**src/rtl/radix6_out_serializer_pkg.sv**
```systemverilog
// Shared types and constants for the radix-6 output serializer.
// A frame is six complex points a..f, carried as raw IEEE-754 bit patterns.
package radix6_pkg;

  localparam int NPTS   = 6;
  localparam int IDX_W  = 3;
  localparam int CPLX_W = 32;

  typedef struct packed {
    logic [CPLX_W-1:0] re;
    logic [CPLX_W-1:0] img;
  } cplx_t;

  localparam logic [IDX_W-1:0] IDX_A = 3'd0;
  localparam logic [IDX_W-1:0] IDX_B = 3'd1;
  localparam logic [IDX_W-1:0] IDX_C = 3'd2;
  localparam logic [IDX_W-1:0] IDX_D = 3'd3;
  localparam logic [IDX_W-1:0] IDX_E = 3'd4;
  localparam logic [IDX_W-1:0] IDX_F = 3'd5;

  typedef enum logic {
    RD_IDLE   = 1'b0,
    RD_STREAM = 1'b1
  } rd_state_e;

endpackage

```
**src/rtl/radix6_frame_bank.sv**
```systemverilog
// One frame buffer: all six points written in a single cycle, one point read
// at a time through an index mux.
module radix6_frame_bank
  import radix6_pkg::*;
#(
  parameter int DATA_W = 32
) (
  input  logic                            clk,
  input  logic                            rst,
  input  logic                            wr_en_i,
  input  logic [NPTS-1:0][DATA_W-1:0]     wr_re_i,
  input  logic [NPTS-1:0][DATA_W-1:0]     wr_img_i,
  input  logic [IDX_W-1:0]                rd_idx_i,
  output logic [DATA_W-1:0]               rd_re_o,
  output logic [DATA_W-1:0]               rd_img_o
);

  logic [NPTS-1:0][DATA_W-1:0] re_q;
  logic [NPTS-1:0][DATA_W-1:0] img_q;

  // NOTE: the storage is reset like any other register so a freshly reset
  // block never presents stale data; it is small enough to be flops, not RAM.
  always_ff @(posedge clk or posedge rst) begin
    if (rst) begin
      re_q  <= '0;
      img_q <= '0;
    end else if (wr_en_i) begin
      re_q  <= wr_re_i;
      img_q <= wr_img_i;
    end
  end

  always_comb begin
    rd_re_o  = '0;
    rd_img_o = '0;
    if (rd_idx_i <= IDX_F) begin
      rd_re_o  = re_q[rd_idx_i];
      rd_img_o = img_q[rd_idx_i];
    end
  end

endmodule

```
**src/rtl/radix6_out_serializer.sv**
```systemverilog
// Ping-pong buffered serializer: captures a six-point complex frame in one
// cycle and emits it one point per cycle over a valid/ready handshake.
module radix6_out_serializer
  import radix6_pkg::*;
#(
  parameter int DATA_W  = 32,
  parameter int FRAME_W = 8
) (
  input  logic               clk,
  input  logic               rst,
  input  logic               in_valid,
  output logic               in_ready,
  input  logic [DATA_W-1:0]  a_re,
  input  logic [DATA_W-1:0]  b_re,
  input  logic [DATA_W-1:0]  c_re,
  input  logic [DATA_W-1:0]  d_re,
  input  logic [DATA_W-1:0]  e_re,
  input  logic [DATA_W-1:0]  f_re,
  input  logic [DATA_W-1:0]  a_img,
  input  logic [DATA_W-1:0]  b_img,
  input  logic [DATA_W-1:0]  c_img,
  input  logic [DATA_W-1:0]  d_img,
  input  logic [DATA_W-1:0]  e_img,
  input  logic [DATA_W-1:0]  f_img,
  output logic               out_valid,
  input  logic               out_ready,
  output logic [DATA_W-1:0]  out_re,
  output logic [DATA_W-1:0]  out_img,
  output logic [IDX_W-1:0]   out_idx,
  output logic               out_last,
  output logic [FRAME_W-1:0] out_frame
);

  logic [1:0]         full_q, full_d;
  logic               wr_bank_q, wr_bank_d;
  logic               rd_bank_q, rd_bank_d;
  logic [IDX_W-1:0]   rd_idx_q, rd_idx_d;
  logic [FRAME_W-1:0] frame_q, frame_d;
  rd_state_e          state_q, state_d;

  logic capture;
  logic xfer;

  logic [NPTS-1:0][DATA_W-1:0] lane_re;
  logic [NPTS-1:0][DATA_W-1:0] lane_img;
  logic [DATA_W-1:0]           bank_re  [2];
  logic [DATA_W-1:0]           bank_img [2];

  // Element 0 is point a, element 5 is point f.
  assign lane_re  = {f_re,  e_re,  d_re,  c_re,  b_re,  a_re};
  assign lane_img = {f_img, e_img, d_img, c_img, b_img, a_img};

  // in_ready depends only on registered state, never on out_ready.
  assign in_ready  = ~full_q[wr_bank_q];
  assign capture   = in_valid & in_ready;
  assign out_valid = (state_q == RD_STREAM);
  assign xfer      = out_valid & out_ready;

  for (genvar b = 0; b < 2; b++) begin : g_bank
    radix6_frame_bank #(
      .DATA_W (DATA_W)
    ) u_bank (
      .clk      (clk),
      .rst      (rst),
      .wr_en_i  (capture && (wr_bank_q == 1'(b))),
      .wr_re_i  (lane_re),
      .wr_img_i (lane_img),
      .rd_idx_i (rd_idx_q),
      .rd_re_o  (bank_re[b]),
      .rd_img_o (bank_img[b])
    );
  end

  always_comb begin
    full_d    = full_q;
    wr_bank_d = wr_bank_q;
    rd_bank_d = rd_bank_q;
    rd_idx_d  = rd_idx_q;
    frame_d   = frame_q;
    state_d   = state_q;

    if (capture) begin
      full_d[wr_bank_q] = 1'b1;
      wr_bank_d         = ~wr_bank_q;
    end

    case (state_q)
      // With both banks empty the write pointer equals the read pointer,
      // so any capture lands in the bank about to be read.
      RD_IDLE: begin
        if (capture) state_d = RD_STREAM;
      end
      RD_STREAM: begin
        if (xfer) begin
          if (rd_idx_q == IDX_F) begin
            rd_idx_d          = '0;
            full_d[rd_bank_q] = 1'b0;
            rd_bank_d         = ~rd_bank_q;
            frame_d           = frame_q + 1'b1;
            if (!full_q[~rd_bank_q] && !capture) state_d = RD_IDLE;
          end else begin
            rd_idx_d = rd_idx_q + 1'b1;
          end
        end
      end
      default: state_d = RD_IDLE;
    endcase
  end

  // NOTE: sequential state uses non-blocking assignments so every register
  // samples the pre-edge values regardless of statement order.
  always_ff @(posedge clk or posedge rst) begin
    if (rst) begin
      full_q    <= '0;
      wr_bank_q <= 1'b0;
      rd_bank_q <= 1'b0;
      rd_idx_q  <= '0;
      frame_q   <= '0;
      state_q   <= RD_IDLE;
    end else begin
      full_q    <= full_d;
      wr_bank_q <= wr_bank_d;
      rd_bank_q <= rd_bank_d;
      rd_idx_q  <= rd_idx_d;
      frame_q   <= frame_d;
      state_q   <= state_d;
    end
  end

  assign out_re    = out_valid ? bank_re[rd_bank_q]  : '0;
  assign out_img   = out_valid ? bank_img[rd_bank_q] : '0;
  assign out_idx   = rd_idx_q;
  assign out_last  = out_valid && (rd_idx_q == IDX_F);
  assign out_frame = frame_q;

endmodule

```
**config.mk**
```make
export PLATFORM = sky130hd
export DESIGN_NAME = radix6_out_serializer
export DESIGN_NICKNAME = d
export VERILOG_FILES = /design/src/rtl/radix6_out_serializer_pkg.sv /design/src/rtl/radix6_frame_bank.sv /design/src/rtl/radix6_out_serializer.sv
export SDC_FILE = /design/constraint.sdc
export NUM_CORES = 2
export LEC_CHECK = 0
export BUFFER_PORTS_ARGS = -buffer_cell sky130_fd_sc_hd__buf_2
export CELL_PAD_IN_SITES_DETAIL_PLACEMENT = 1
export CELL_PAD_IN_SITES_GLOBAL_PLACEMENT = 1
export CORE_MARGIN = 4
export CORE_UTILIZATION = 40
export CTS_CLUSTER_DIAMETER = 200
export DETAILED_ROUTE_END_ITERATION = 6
export PLACE_DENSITY = 0.7
export SYNTH_ARGS = -nofsm -noshare
export SYNTH_HDL_FRONTEND = slang
export SYNTH_SLANG_ARGS = --single-unit
```
**constraint.sdc**
```tcl
create_clock -name clk -period 35.5 [get_ports clk]
set_input_delay 5.325 -clock clk [delete_from_list [all_inputs] [get_ports clk]]
set_output_delay 5.325 -clock clk [all_outputs]
set_load 0.05 [all_outputs]
```
==> qor.yml <==
cts:
  clockRootBuffer: "clkbuf_16"
  tritoncts: "built"
  htreeDepth: 3
  clock-sinks: 784
  path_clk_slew_ps: 60
  post-cts-setup-buffer-count: 0
  cts_resized: 0
  numCtsBuffers: 91
  clock_path_buffers: 3
  clk_latency_ps: 650
  cts_hold_buf: 0
pwr:
  power_density_nw_per_um2: 103
  leakagePower_nw: 19.5
  ir_drop_mv: 0.0702
  p_total_mw: 4.39
flow_run:
  maxCapViolCount: 0
worst_setup_path:
  path_max_fanout: 78
  worst-setup-path-type: "register to output port"
  regToRegSetupSlack_ps: 32120
  cp_data_required_time_ps: 30170
  crit_arrival_ps: 4690
  endpoint_kind: "output port"
  worstSetupStartpointType: "register"
yosys:
  postSynthAreaPerCell_um2: 13.9
  yosysTopAreaCell: "dfrtp_1"
  synth-compound-area-share_pct: 7.38
  synthAdderAreaFrac_pct: 0.0341
  yosysSeqAreaShare_pct: 53.5
  syn-cell-area_um2: 36700
  synth_top_family_by_area: "multiplexers"
  ys_top_cells_by_area: "dfrtp_1 53%, mux2_1 24%, mux2i_1 7.0%, mux2_2 3.1%, a211oi_1 2.5%"
  synth_nets: 3035
  synth-warning-count: 0
  synth-xor-area-share_pct: 0.215
  synth_top_cell_area_share_pct: 53.5
  ys_types: 35
  synth_cells: 2646
  synth-seq-cells: 784
  synth.area.mux_share_pct: 34.6
  synthSimpleGateAreaFrac_pct: 1.03
timing:
  hold-worst-slack_ps: 482
  fin_tns_setup_ps: 0
  setup_viol: 0
  worst_slew_pin_slew_ps: 1480
  min_period_ps: 10020
  slew_violations: 0
  period_share_pct: 28.2
  rsz0062_at_grt: "no"
  relSlewSlack_pct: 1.48
  fin_skew_ps: 22.1
  fin_ws_ps: 25480
  max_freq_mhz: 99.8
  hold_viol_final: 0
cells_and_area:
  nNetsFinal: 3404
  final_area_um2: 42700
  fill_cells: 9220
  area_growth_pct: 16.3
  utilization_pct: 47.1
  drive_above_1_share_pct: 24.4
  layout.cells.non_filler: 4301
placed_design:
  dp_cells: 4098
  pre_cts_slack_ps: 25530
  hpwl_um: 69900
  postPlaceCellArea_um2: 39600
  port_buffers: 465
  gp_congestion: 0.780
floorplan:
  die_height_um: 311
  die_width_um: 311
  die_area_um2: 96600
  core_area_um2: 90600
  ios: 466
  start_util_pct: 40.5
  rows: 110
route:
  wl_per_cell_um: 25.0
  vias: 24200
  wl_um: 108000
  first_pass_iters: 5
  viasPerCell: 5.62
  ant_nets: 0
  drt-initial-drc-count: 1283
  drcViolationCount: 0
grt:
  grt_pass1_vias: 27600
  antenna_found_initial: 68
  grt_max_degree: 186
  grt_overflow_total: 0
  grt_pass1_wl_um: 166000
  grt_usage_pct: 21.8
status:
  outcome: "finished clean"
worst_hold_path:
  min-delay-path-class: "register to register"
synth_stat cells, drive strengths merged:
master,instances
and4,1
xor2,2
dfrtp,784
inv,1
nand2,71
and2,1
mux2,898
o32a,1
a21o,1
a22o,1
clkbuf,58
ha,1
buf,160
nor3b,1
o22ai,128
nor2,3
and3,1
or2,1
nand2b,2
xnor2,7
a211oi,128
a21oi,66
nand3b,1
nand4,4
mux2i,258
o221ai,64
nand3,2
layout by cell type (no fill, tap or decap), types with 6 or more instances in the layout:
master	synthesis	routed
clkbuf_16	0	91
mux2_1	798	798
mux2_2	100	100
buf_12	0	6
a211oi_2	6	6
mux2i_1	258	258
a21oi_1	66	66
dfrtp_1	784	779
xnor2_1	7	7
buf_2	107	465
clkbuf_1	56	23
o22ai_1	128	128
nand2_1	71	71
o221ai_1	64	64
clkinv_2	0	14
a211oi_1	122	122
diode_2	0	37
buf_4	32	23
clkbuf_8	0	24
layer usage:
layer	vias to the layer above	track usage [%]	routed length (µm)
met5	-	0	299
met2	579	37.7	54300
met3	204	6.85	7420
li1	10700	-	-
met1	12700	25.8	43100
met4	46	7.57	2610
power breakdown:
| part | switching [mW] | internal (mW) |
|---|---|---|
| Combinational | 1.12 | 0.727 |
| Clock | 0.380 | 0.545 |
| Sequential | 0.279 | 1.33 |
| Total | 1.78 | 2.60 |
final timing paths:
path	startpoint	endpoint	depth (start not counted)
worst max-delay path	out_idx[0]	out_re[19]	7
worst min-delay path	g_bank[0].u_bank.re_q[124]	g_bank[0].u_bank.re_q[124]	1
worst max register to register	out_idx[0]	out_frame[5]	5
worst min register to register	g_bank[0].u_bank.re_q[124]	g_bank[0].u_bank.re_q[124]	1
max in group asynchronous	rst	g_bank[0].u_bank.img_q[104]	6
min in group asynchronous	rst	g_bank[1].u_bank.re_q[6]	2
worst max-delay path: stages, from the launching register on:
cell and delay (ps):
dfrtp_4 980, buf_4 910, buf_4 730, mux2i_1 230, o22ai_1 210, a211oi_1 80
a211oi_1 430, buf_2 350
cell families (layout without fill, tap and decap cells):
logic type | Yosys count | after routing
adders and majority gates | 1 | 1
muxes | 1156 | 1156
other | 0 | 37
AOI/OAI and AO/OA | 389 | 389
xor gates and xnor gates | 9 | 9
and+or+nand+nor | 88 | 88
DFF | 784 | 784
buffers and inverters | 219 | 661
final cells by class:
class	instances	area, µm²	area share (%)
diodes	37	92.6	0.217
clock buffers	138	2690	6.31
clock inverters	28	267	0.624
inverters	1	11.3	0.0264
multi-input cells	1643	15900	37.2
flip-flops and latches	784	19600	46.0
well taps	1176	1470	3.45
repair buffers	494	2620	6.14
registers in the layout, indices dropped and copies added (netlist names):
name / flops
g_bank.u_bank.img_q: 384
g_bank.u_bank.re_q: 384
out_frame: 8
out_idx: 3
full_q: 2
out_valid: 1
rd_bank_q: 1
wr_bank_q: 1
Power figures use the tool's default switching activity.
